--- src/rtl/aib_avmm_cmd_bridge.sv ---
// Command-to-AVMM bridge: queues register commands and runs each one as a single
// AVMM transaction, returning exactly one response (an error if the slave never acks).
module aib_avmm_cmd_bridge #(
  parameter int CMD_DEPTH = 4,
  parameter int TIMEOUT   = 255,
  parameter int TO_W      = 8
) (
  input  logic        clk,
  input  logic        reset,
  input  logic        cmd_valid,
  output logic        cmd_ready,
  input  logic        cmd_write,
  input  logic [16:0] cmd_addr,
  input  logic [31:0] cmd_wdata,
  input  logic [3:0]  cmd_byte_en,
  output logic        rsp_valid,
  input  logic        rsp_ready,
  output logic        rsp_write,
  output logic [31:0] rsp_rdata,
  output logic        rsp_err,
  output logic        avmm_write,
  output logic        avmm_read,
  output logic [16:0] avmm_addr,
  output logic [31:0] avmm_wdata,
  output logic [3:0]  avmm_byte_en,
  input  logic [31:0] avmm_rdata,
  input  logic        avmm_rdatavld,
  input  logic        avmm_waitreq,
  output logic        busy
);

  localparam int PW = $clog2(CMD_DEPTH);
  localparam int EW = 1 + 17 + 32 + 4;
  localparam logic [PW:0]     FULL_CNT = (PW+1)'(CMD_DEPTH);
  localparam logic [TO_W-1:0] TO_MAX   = TO_W'(TIMEOUT);

  typedef enum logic [1:0] {IDLE, REQ, RDWAIT, RESP} state_t;

  logic [EW-1:0] mem_q [CMD_DEPTH];
  logic [PW-1:0] wr_ptr_q, rd_ptr_q;
  logic [PW:0]   count_q;
  logic          push, pop;
  logic [EW-1:0] head;

  state_t          state_q, state_d;
  logic [TO_W-1:0] cnt_q, cnt_d, cnt_inc;

  logic        avmm_write_q, avmm_write_d;
  logic        avmm_read_q, avmm_read_d;
  logic [16:0] avmm_addr_q, avmm_addr_d;
  logic [31:0] avmm_wdata_q, avmm_wdata_d;
  logic [3:0]  avmm_byte_en_q, avmm_byte_en_d;
  logic        rsp_valid_q, rsp_valid_d;
  logic        rsp_write_q, rsp_write_d;
  logic [31:0] rsp_rdata_q, rsp_rdata_d;
  logic        rsp_err_q, rsp_err_d;

  // Ready comes only from the registered count, so a full queue never accepts even while popping.
  assign cmd_ready = (count_q != FULL_CNT);
  assign push      = cmd_valid & cmd_ready;
  assign pop       = (state_q == IDLE) && (count_q != '0);
  assign head      = mem_q[rd_ptr_q];

  always_ff @(posedge clk) begin
    if (push) begin
      mem_q[wr_ptr_q] <= {cmd_write, cmd_addr, cmd_wdata, cmd_byte_en};
    end
  end

  always_ff @(posedge clk) begin
    if (reset) begin
      wr_ptr_q <= '0;
      rd_ptr_q <= '0;
      count_q  <= '0;
    end else begin
      if (push) wr_ptr_q <= wr_ptr_q + 1'b1;
      if (pop)  rd_ptr_q <= rd_ptr_q + 1'b1;
      case ({push, pop})
        2'b10:   count_q <= count_q + 1'b1;
        2'b01:   count_q <= count_q - 1'b1;
        default: count_q <= count_q;
      endcase
    end
  end

  assign cnt_inc = cnt_q + 1'b1;

  always_comb begin
    state_d        = state_q;
    cnt_d          = cnt_q;
    avmm_write_d   = avmm_write_q;
    avmm_read_d    = avmm_read_q;
    avmm_addr_d    = avmm_addr_q;
    avmm_wdata_d   = avmm_wdata_q;
    avmm_byte_en_d = avmm_byte_en_q;
    rsp_valid_d    = rsp_valid_q;
    rsp_write_d    = rsp_write_q;
    rsp_rdata_d    = rsp_rdata_q;
    rsp_err_d      = rsp_err_q;
    case (state_q)
      IDLE: begin
        if (pop) begin
          state_d        = REQ;
          cnt_d          = '0;
          avmm_write_d   = head[EW-1];
          avmm_read_d    = ~head[EW-1];
          avmm_addr_d    = head[52:36];
          avmm_wdata_d   = head[35:4];
          avmm_byte_en_d = head[3:0];
          rsp_write_d    = head[EW-1];
        end
      end
      REQ: begin
        if (!avmm_waitreq) begin
          avmm_write_d = 1'b0;
          avmm_read_d  = 1'b0;
          if (avmm_write_q) begin
            state_d     = RESP;
            rsp_valid_d = 1'b1;
            rsp_err_d   = 1'b0;
            rsp_rdata_d = '0;
          end else if (avmm_rdatavld) begin
            state_d     = RESP;
            rsp_valid_d = 1'b1;
            rsp_err_d   = 1'b0;
            rsp_rdata_d = avmm_rdata;
          end else begin
            state_d = RDWAIT;
            cnt_d   = '0;
          end
        end else if (cnt_inc == TO_MAX) begin
          avmm_write_d = 1'b0;
          avmm_read_d  = 1'b0;
          state_d      = RESP;
          rsp_valid_d  = 1'b1;
          rsp_err_d    = 1'b1;
          rsp_rdata_d  = '0;
        end else begin
          cnt_d = cnt_inc;
        end
      end
      RDWAIT: begin
        if (avmm_rdatavld) begin
          state_d     = RESP;
          rsp_valid_d = 1'b1;
          rsp_err_d   = 1'b0;
          rsp_rdata_d = avmm_rdata;
        end else if (cnt_inc == TO_MAX) begin
          state_d     = RESP;
          rsp_valid_d = 1'b1;
          rsp_err_d   = 1'b1;
          rsp_rdata_d = '0;
        end else begin
          cnt_d = cnt_inc;
        end
      end
      RESP: begin
        if (rsp_ready) begin
          rsp_valid_d = 1'b0;
          state_d     = IDLE;
        end
      end
      default: state_d = IDLE;
    endcase
  end

  always_ff @(posedge clk) begin
    if (reset) begin
      state_q        <= IDLE;
      cnt_q          <= '0;
      avmm_write_q   <= 1'b0;
      avmm_read_q    <= 1'b0;
      avmm_addr_q    <= '0;
      avmm_wdata_q   <= '0;
      avmm_byte_en_q <= '0;
      rsp_valid_q    <= 1'b0;
      rsp_write_q    <= 1'b0;
      rsp_rdata_q    <= '0;
      rsp_err_q      <= 1'b0;
    end else begin
      state_q        <= state_d;
      cnt_q          <= cnt_d;
      avmm_write_q   <= avmm_write_d;
      avmm_read_q    <= avmm_read_d;
      avmm_addr_q    <= avmm_addr_d;
      avmm_wdata_q   <= avmm_wdata_d;
      avmm_byte_en_q <= avmm_byte_en_d;
      rsp_valid_q    <= rsp_valid_d;
      rsp_write_q    <= rsp_write_d;
      rsp_rdata_q    <= rsp_rdata_d;
      rsp_err_q      <= rsp_err_d;
    end
  end

  assign avmm_write   = avmm_write_q;
  assign avmm_read    = avmm_read_q;
  assign avmm_addr    = avmm_addr_q;
  assign avmm_wdata   = avmm_wdata_q;
  assign avmm_byte_en = avmm_byte_en_q;
  assign rsp_valid    = rsp_valid_q;
  assign rsp_write    = rsp_write_q;
  assign rsp_rdata    = rsp_rdata_q;
  assign rsp_err      = rsp_err_q;
  assign busy         = (count_q != '0) || (state_q != IDLE);

endmodule

--- config.mk ---
export PLATFORM = sky130hd
export DESIGN_NAME = aib_avmm_cmd_bridge
export DESIGN_NICKNAME = d
export VERILOG_FILES = /design/src/rtl/aib_avmm_cmd_bridge.sv
export SDC_FILE = /design/constraint.sdc
export NUM_CORES = 1
export LEC_CHECK = 0
export ABC_CLOCK_PERIOD_IN_PS = 2800
export CAP_MARGIN = 10
export CORE_ASPECT_RATIO = 0.6
export CORE_MARGIN = 2
export CORE_UTILIZATION = 50
export CTS_CLUSTER_SIZE = 28
export DETAILED_ROUTE_END_ITERATION = 10
export DONT_BUFFER_PORTS = 1
export PLACE_DENSITY = 0.61
export SETUP_SLACK_MARGIN = 0.4
export SYNTH_ARGS = -nofsm -noshare
export SYNTH_HDL_FRONTEND = slang
export SYNTH_SLANG_ARGS = --single-unit
--- constraint.sdc ---
create_clock -name clk -period 2.8 [get_ports clk]
set_input_delay 0.14 -clock clk [delete_from_list [all_inputs] [get_ports clk]]
set_output_delay 0.14 -clock clk [all_outputs]
set_load 0.02 [all_outputs]
==> results of run 1 <==
==> stage by stage <==
step                total power [W]  std cells  setup slack (ns)  instance area [sq um]  utilization, %
finish                       0.0150       1270             0.414                  14800            61.3
global route                 0.0157       1270             0.361                  14800            61.3
global placement             0.0102       1118             0.455                  12700            52.5
floorplan                   0.00937        826             0.405                  12300               -
CTS                          0.0150       1265             0.407                  14700            60.9
detailed placement           0.0104       1118             0.228                  12700            52.5
==> path summary, 6_finish.rpt <==
kind,start,endpoint,slack [ns],depth (start not counted)
worst max-delay path,count_q[2],count_q[2],0.41,9
worst min-delay path,reset,avmm_wdata[9],-0.008,2
worst max register to register,count_q[2],count_q[2],0.41,9
worst min register to register,cnt_q[6],cnt_q[6],0.48,2
==> critical path: stages (launching register included) <==
cell and delay (ns):
dfxtp_4 0.39, or3b_4 0.39, and2_4 0.17, inv_1 0.08
ha_2 0.20, inv_1 0.06, fa_1 0.38, xor2_1 0.16
or3_1 0.30, a21oi_1 0.16
==> power breakdown <==
group	internal, W	switching, W
registers	0.00591	0.000942
clock network	0.00269	0.00172
logic	0.00150	0.00220
total	0.0101	0.00486
==> sequential cells by signal, indices dropped and copies added (netlist names), named ones only <==
| signal | cells |
|---|---|
| count_q | 3 |
| cnt_q | 8 |
| avmm_wdata | 32 |
| avmm_write | 1 |
| avmm_read | 1 |
| rsp_valid | 1 |
| avmm_byte_en | 4 |
| rsp_write | 1 |
| avmm_addr | 17 |
| wr_ptr_q | 2 |
| mem_q | 216 |
| rsp_err | 1 |
| state_q | 2 |
| rd_ptr_q | 2 |
| rsp_rdata | 32 |
==> repair_timing <==
action,in CTS,in global routing
pin swaps,0,1
cloned,0,1
buffers inserted,0,2
endpoints found under the hold margin,318,0
endpoints found under the setup margin,8,23
hold buffers,91,0
resized for setup,4,13
==> metal layers <==
layer  routed length [um]  part of all wire, %
met5                    0                    0
met4                  673                  2.5
met3                 1910                  7.0
met2                13000                   47
met1                11800                   43
==> cells by family after synthesis <==
kind of cell | share of synthesized area [%]
multiplexers | 10.1
XOR/XNOR | 0.570
flip-flops | 70.5
adder cells (fa/ha/maj) | 1.38
buffers and inverters | 2.47
AO/OA/AOI/OAI | 8.28
AND/OR/NAND/NOR | 6.70
==> layout by cell type, fill, tap and decap left out, types with 5 or more instances in the layout <==
cell / count
clkbuf_1: 7
dlygate4sd3_1: 90
bufinv_16: 6
buf_4: 17
o21ai_0: 7
mux4_2: 54
nand2_1: 149
edfxtp_1: 216
a311oi_1: 32
dfxtp_1: 103
clkbuf_16: 32
xnor2_1: 5
inv_1: 15
a21oi_1: 97
ha_1: 10
nor2_1: 18
==> area by class of cell <==
type	count	area (sq um)
Multi-Input combinational cell	435	3400
Clock buffer	42	857
Tap cell	322	403
Sequential cell	325	8680
Clock inverter	14	226
Antenna cell	2	5.00
Fill cell	1746	9360
Timing Repair Buffer	114	1180
Inverter	16	60.1
==> reports/metrics.yaml, run 1 <==
status: "complete, but fails checks"
violations: "hold timing"
setup_viol_count_final: 0
yosysSeqAreaShare_pct: 70.5
ys_types: 43
synthFlopType: "edfxtp_1"
clock_latency_ns: 0.56
grt_first_pass_wirelength_mm: 41.9
yosys.area.top_type: "edfxtp_1"
grt_overflow: 0
syn2layout_area_growth_pct: 20.4
setup_tns_ns: 0
end_kind: "flip-flop"
holdWs_ns: -0.00795
async_reset_ff_share_pct: 0
htreeDepth: 1
slew_headroom_pct: 51.3
synthTopCellsByArea: "edfxtp_1 53%, dfxtp_1 18%, mux4_2 9.9%"
nets: 1027
grt_max_degree: 101
slew_violations: 0
met3_usage_pct: 4.93
hold_violations: 4
grt_pass1_vias: 7448
crit_type: "reg2reg"
syn_area_sq_um: 12300
cts_sinks: 325
met1_usage_pct: 28.9
rsz0062_at_grt: "true"
port_buffers: 0
initial_core_util_pct: 50.9
drtAntennaViolNets: 0
synth_edf_count: 216
synth_nets: 931
tightest_slew_ns: 0.731
synth.most_common_cell: "edfxtp_1"
num_vias: 7405
pin_count: 184
cp.arrival_ns: 2.85
drt-total-wl_mm: 27.4
die_height_um: 126
drc: 0
dpl.hpwl_mm: 15.9
firstDrtPassIters: 5
die_w_um: 207
antenna_found_initial: 2
via_per_inst: 5.83
drive_above_1_share_pct: 15.8
power_density_nw_per_um2: 1010
ir_drop_mv: 0.639
max_cap_viol_count: 0
dr.first_iter.drc_count: 564
clock-root-buffer: "clkbuf_16"
cts_tree: "built"
use_met2_pct: 33.8
dieArea_sq_um: 25900
startpoint_type: "flip-flop"
cp_max_fo: 5
core_sq_um: 24200
syn_area_per_cell_sq_um: 14.9
synth-seq-cells: 325
grt.total_usage_pct: 21.0
busiest_layer: "met2"
gp_congestion: 0.802
clockBufferDepth: 3
cts.clk_slew.worst_paths_ns: 0.06
hold_path_class: "in2reg"
netlist.area_leader.share_pct: 52.7
numCtsBuffers: 30
leakage_nw: 4.80
required_ns: 3.26
finClkSkew_ns: 0.0240
row_count: 44
max_freq_mhz: 419
fin_crit_ns: 2.39
period_share_pct: 85.2
postSynthCellCount: 826
synth_common_cells: "216 x edfxtp_1, 149 x nand2_1, 109 x dfxtp_1"
synth_warnings: 0
wire_per_inst_um: 21.6
Power figures use the tool's default switching activity.
==> inputs of run 2 (changes only) <==
--- a/config.mk
+++ b/config.mk
@@ -7,13 +7,13 @@
 export LEC_CHECK = 0
 export ABC_CLOCK_PERIOD_IN_PS = 2800
 export CAP_MARGIN = 10
-export CORE_ASPECT_RATIO = 0.6
+export CORE_ASPECT_RATIO = 1.4
 export CORE_MARGIN = 2
-export CORE_UTILIZATION = 50
+export CORE_UTILIZATION = 55
 export CTS_CLUSTER_SIZE = 28
 export DETAILED_ROUTE_END_ITERATION = 10
 export DONT_BUFFER_PORTS = 1
-export PLACE_DENSITY = 0.61
+export PLACE_DENSITY = 0.66
 export SETUP_SLACK_MARGIN = 0.4
 export SYNTH_ARGS = -nofsm -noshare
 export SYNTH_HDL_FRONTEND = slang
==> run 2 against run 1 <==
  * The run still ends with hold timing left
  * Clock-buffer cell count shrank 3
  * Sequential share of layout area grew 0.50 points
  * Worst hold slack gained 0.0027 ns
  * Critical path depth shrank 1
  * Clock power shrank 7.0%
  * Utilization grew 5.6 points
  * Final area shrank 0.85%
  * Global-route usage grew 1.0 points
  * Cell count shrank 2.3%
  * Highest routed layer unchanged
==> reports/metrics.yaml, run 2 (synthesis gave the netlist of run 1 again) <==
status: "complete, but fails checks"
violations: "hold timing"
hold_depth: 2
dpl.hpwl_mm: 15.1
port_buffers: 0
syn2layout_area_growth_pct: 19.3
cp.arrival_ns: 2.77
clock_latency_ns: 0.54
max_freq_mhz: 425
holdWs_ns: -0.00523
end_kind: "flip-flop"
die_height_um: 181
antenna_found_initial: 1
tightest_slew_ns: 0.803
ir_drop_mv: 0.687
required_ns: 3.21
fin_ws_ns: 0.448
setup_viol_count_final: 0
rsz0062_at_grt: "true"
dr.first_iter.drc_count: 472
regMostFlops: "mem_q"
grt_max_degree: 101
dp_slack_ns: 0.288
multi_input_area_sq_um: 3380
startpoint_type: "flip-flop"
leakage_nw: 4.77
numCtsBuffers: 30
cts_tree: "built"
initial_core_util_pct: 56.1
row_count: 64
hold_violations: 1
hold_path_class: "in2reg"
drc: 0
dieArea_sq_um: 23600
slew_headroom_pct: 46.5
slew_violations: 0
period_share_pct: 84.0
cts_sinks: 325
crit_type: "reg2reg"
nFillCells: 1539
drt-total-wl_mm: 26.8
placedCellCount: 1090
nets: 1024
clockBufferDepth: 3
largest_reg_flops: 216
firstDrtPassIters: 5
layout_commonest_cell: "edfxtp_1"
final_cell_mix: "216 x edfxtp_1, 149 x nand2_1, 104 x dfxtp_1"
pin_count: 184
regArea_sq_um: 8680
grt.total_usage_pct: 22.0
num_vias: 7260
grt_pass1_vias: 7609
max_cap_viol_count: 0
finClkSkew_ns: 0.0114
die_w_um: 130
cts.clk_slew.worst_paths_ns: 0.06
final_cells: 1241
drive_above_1_share_pct: 15.5
via_per_inst: 5.85
grt_overflow: 0
htreeDepth: 1
reg2reg_depth: 8
setup_tns_ns: 0
clock-root-buffer: "clkbuf_16"
power_density_nw_per_um2: 993
drtAntennaViolNets: 0
fin_crit_ns: 2.35
cp_max_fo: 32
core_sq_um: 21900
gp_congestion: 0.781
wire_per_inst_um: 21.6
grt_first_pass_wirelength_mm: 40.3
## run 2: final cells by class
type / count / share of cell area (%)
sequential: 325 / 59.1
clock buffer: 39 / 5.69
timing repair buffer: 111 / 7.98
tap: 297 / 2.53
antenna: 1 / 0.0170
inverter: 16 / 0.409
multi-input combinational: 435 / 23.0
clock inverter: 17 / 1.21
## run 2: worst max-delay path, cell delays in order, from the launching register on
cell and delay (ns):
dfxtp_1 0.41, inv_1 0.11, ha_1 0.31, or3_4 0.41
a211oi_4 0.22, buf_4 0.16, buf_12 0.17, a21oi_1 0.09
a311oi_1 0.34
## run 2: power by group
part	internal, W	switching (W)	leakage (nW)
combinational	0.00150	0.00212	1.39
sequential	0.00591	0.000956	2.87
clock	0.00239	0.00170	0.506
total	0.00980	0.00478	4.77
## run 2: per-stage QoR
step                      cell area [sq um]  utilization, %  hold WS (ns)  power, W
after floorplan                       12300               -         0.239   0.00937
after global placement                12700            57.7         0.221    0.0102
after detailed placement              12700            57.7         0.225    0.0103
after CTS                             14600            66.6       0.00848    0.0146
after global routing                  14700            66.9        0.0179    0.0153
final                                 14700            66.9      -0.00523    0.0146
## run 2: timing repair
item | 4_1_cts | 5_1_grt
endpoints found under the setup margin | 8 | 22
setup buffers | 0 | 2
pin swaps | 0 | 1
hold endpoints to repair | 318 | 0
gates cloned | 0 | 1
hold buffers | 91 | 0
resized for setup | 3 | 9
## run 2: layer usage
metal  track usage (%)  wire (um)
met1              25.2       9890
met2              41.3      14500
met3              5.15       1970
met4              5.06        449
met5                 0          0
## run 2: worst paths after layout
path         slack [ns]            end  startpoint
max                0.45  rsp_rdata[26]  state_q[0]
min              -0.005  avmm_addr[15]       reset
max reg2reg        0.45  rsp_rdata[26]  state_q[0]
min reg2reg        0.51       cnt_q[7]    cnt_q[7]
==> inputs of run 3 (changes only) <==
--- a/config.mk
+++ b/config.mk
@@ -5,7 +5,8 @@
 export SDC_FILE = /design/constraint.sdc
 export NUM_CORES = 1
 export LEC_CHECK = 0
-export ABC_CLOCK_PERIOD_IN_PS = 2800
+export ABC_AREA = 1
+export ABC_CLOCK_PERIOD_IN_PS = 2000
 export CAP_MARGIN = 10
 export CORE_ASPECT_RATIO = 1.4
 export CORE_MARGIN = 2
@@ -13,7 +14,7 @@
 export CTS_CLUSTER_SIZE = 28
 export DETAILED_ROUTE_END_ITERATION = 10
 export DONT_BUFFER_PORTS = 1
-export PLACE_DENSITY = 0.66
+export PLACE_DENSITY = 0.69
 export SETUP_SLACK_MARGIN = 0.4
 export SYNTH_ARGS = -nofsm -noshare
 export SYNTH_HDL_FRONTEND = slang
==> constraint.sdc (replaced) <==
create_clock -name clk -period 2 [get_ports clk]
set_input_delay 0.1 -clock clk [delete_from_list [all_inputs] [get_ports clk]]
set_output_delay 0.1 -clock clk [all_outputs]
set_load 0.02 [all_outputs]
==> run 3 against run 2 <==
  * Highest routed layer unchanged
  * The flow now finishes without violations
  * Area after synthesis is 8.8% higher
  * Sequential cell count stayed put
  * Maximum frequency is 32% higher
  * Cell count is 43% higher
==> reports/metrics.yaml, run 3 <==
rsz0062_at_grt: "true"
setup_tns_ns: 0
synth.most_common_cell: "nor2_1"
critical_path.max_stage_delay_ns: 0.35
use_met2_pct: 43.9
r2r-end: "count_q[2]"
grt_first_pass_wirelength_mm: 49.0
cts_sinks: 325
reg2reg_depth: 11
drtAntennaViolNets: 0
regMostFlops: "mem_q"
layout_commonest_cell: "nor2_1"
dr.first_iter.drc_count: 530
synth-simple-area-share_pct: 15.1
final_util_pct: 68.7
numCtsBuffers: 30
hold_path_class: "in2reg"
status: "complete, no violations"
drt-total-wl_mm: 32.4
die_w_um: 136
synth_top_family_by_area: "simple AND/OR/NAND/NOR gates"
final_cell_mix: "226 x nor2_1, 216 x edfxtp_1, 201 x o21ai_0"
yosys.area.top_type: "edfxtp_1"
wire_per_inst_um: 18.3
cts.clk_slew.worst_paths_ns: 0.07
pin_count: 184
crit_chain: "inv_4 > ha_4 > nand2_4 > clkinv_4 > ha_4 > inv_4 > fa_2 > a21oi_2 > o21ai_2 > o21ai_1 > a21oi_1"
synth_edf_count: 216
yosys.area_share.adder_pct: 1.27
grt_overflow: 0
grt_max_degree: 113
end_kind: "flip-flop"
finClkSkew_ns: 0.0161
netlist.area_leader.share_pct: 48.5
muxShareOfSynthArea_pct: 0
async_reset_ff_share_pct: 0
setup_viol_count_final: 0
ir_drop_mv: 0.925
htreeDepth: 1
finalInstanceArea_sq_um: 16400
busiest_layer: "met2"
syn2layout_area_growth_pct: 22.7
synthXorXnorAreaFrac_pct: 0.0654
tightest_slew_ns: 0.509
crit_type: "reg2reg"
clock_latency_ns: 0.55
cp.arrival_ns: 2.20
port_buffers: 0
holdPathEnd: "rsp_rdata[21]"
cp_max_fo: 4
place_area_sq_um: 13900
slew_violations: 0
num_vias: 10200
largest_reg_flops: 216
row_count: 67
synth-seq-cells: 325
regToRegSetupSlack_ns: 0.22
hold_depth: 6
r2r_start: "state_q[1]"
clock-root-buffer: "clkbuf_16"
dpl.hpwl_mm: 17.7
critPathLaunch: "state_q[1]"
synth_common_cells: "234 x nor2_1, 216 x edfxtp_1, 205 x o21ai_0"
synth_warnings: 0
drc: 0
clockBufferDepth: 3
syn_area_per_cell_sq_um: 9.95
met1_usage_pct: 26.1
grt.total_usage_pct: 23.8
syn_area_sq_um: 13400
power_density_nw_per_um2: 1480
leakage_nw: 6.17
synth_nets: 1450
drive_above_1_share_pct: 13.5
dieArea_sq_um: 25600
grt_pass1_vias: 9864
met3_usage_pct: 5.89
max_freq_mhz: 562
core_sq_um: 23900
synth_compound_area_share_pct: 13.9
postSynthCellCount: 1345
yosysSeqAreaShare_pct: 64.8
antenna_found_initial: 1
slew_headroom_pct: 66.1
max_cap_viol_count: 0
hold_violations: 0
firstDrtPassIters: 5
worstHoldStart: "avmm_waitreq"
nets: 1544
die_height_um: 189
synthTopCellsByArea: "edfxtp_1 48%, dfxtp_1 16%, o21ai_0 7.7%"
fin_crit_ns: 1.78
synthFlopType: "edfxtp_1"
crit_slowest_cell: "dfxtp_4"
required_ns: 2.42
cts_tree: "built"
gp_congestion: 0.848
period_share_pct: 89.0
via_per_inst: 5.72
ys_types: 30
initial_core_util_pct: 56.0
startpoint_type: "flip-flop"
[run 3: cell count changes in the layout (fill, tap and decap cells not counted), sizes merged, moves of 12 or more]
| cell | before | now |
|---|---|---|
| o21ai | 8 | 209 |
| buf | 20 | 55 |
| nor2 | 19 | 238 |
| mux4 | 54 | 0 |
| a311oi | 33 | 0 |
| nand3 | 4 | 80 |
| inv | 17 | 72 |
| a31oi | 3 | 53 |
| a21oi | 97 | 85 |
| nand2 | 149 | 174 |
[run 3: worst max path at each step]
stage	to	slack (ns)	depth (start not counted)
floorplan	mem_q[0][0]	0.14	4
CTS	count_q[2]	0.30	11
detailed placement	count_q[2]	0.18	10
finish	count_q[2]	0.22	11
global route	rsp_rdata[1]	0.12	14
global placement	count_q[1]	0.21	9
[run 3: final cells by class]
class,count,area (sq um)
multi-input combinational,862,4350
clock buffer,36,805
sequential,325,8690
timing repair buffer,147,1610
tap,310,388
fill,1715,7470
inverter,73,292
antenna,1,2.50
clock inverter,20,283
[run 3: power breakdown]
group          internal (W)  leakage, nW  switching (W)
sequential          0.00874         2.89        0.00215
combinational       0.00257         2.76        0.00468
clock               0.00377        0.529        0.00242
[run 3: critical path: cells and delay by family (launching register included)]
family | cells | cell delay [ns]
compound gates | 4 | 0.38
simple gates | 1 | 0.06
fa+ha+maj | 3 | 0.67
flops | 1 | 0.35
buf+inv | 3 | 0.20
[run 3: routing by layer]
metal	wire length, um	part of all wire [%]
met1	12100	37
met2	16900	52
met3	2610	8.0
met4	865	2.7
met5	0	0
[run 3: what timing repair did]
item / 4_1_cts / 5_1_grt
pin swaps: 16 / 15
gates cloned: 1 / 1
endpoints found under the hold margin: 271 / 0
buffers inserted: 16 / 6
gates resized for setup: 28 / 48
setup endpoints to repair: 53 / 199
hold buffers: 92 / 0
[run 3: through the flow]
step	total power, W	hold WS, ns	setup WS (ns)	instances
2_1_floorplan	0.0152	0.162	0.138	1345
3_3_place_gp	0.0169	0.169	0.211	1601
3_5_place_dp	0.0171	0.180	0.176	1601
4_1_cts	0.0237	0.0674	0.305	1766
5_1_grt	0.0257	0.106	0.116	1774
6_report	0.0243	0.0911	0.220	1774
[run 3: cell families after synthesis]
group,Yosys count
compound gates,354
xor+xnor,1
fa+ha+maj,13
buf+inv,158
flops,325
simple gates,494
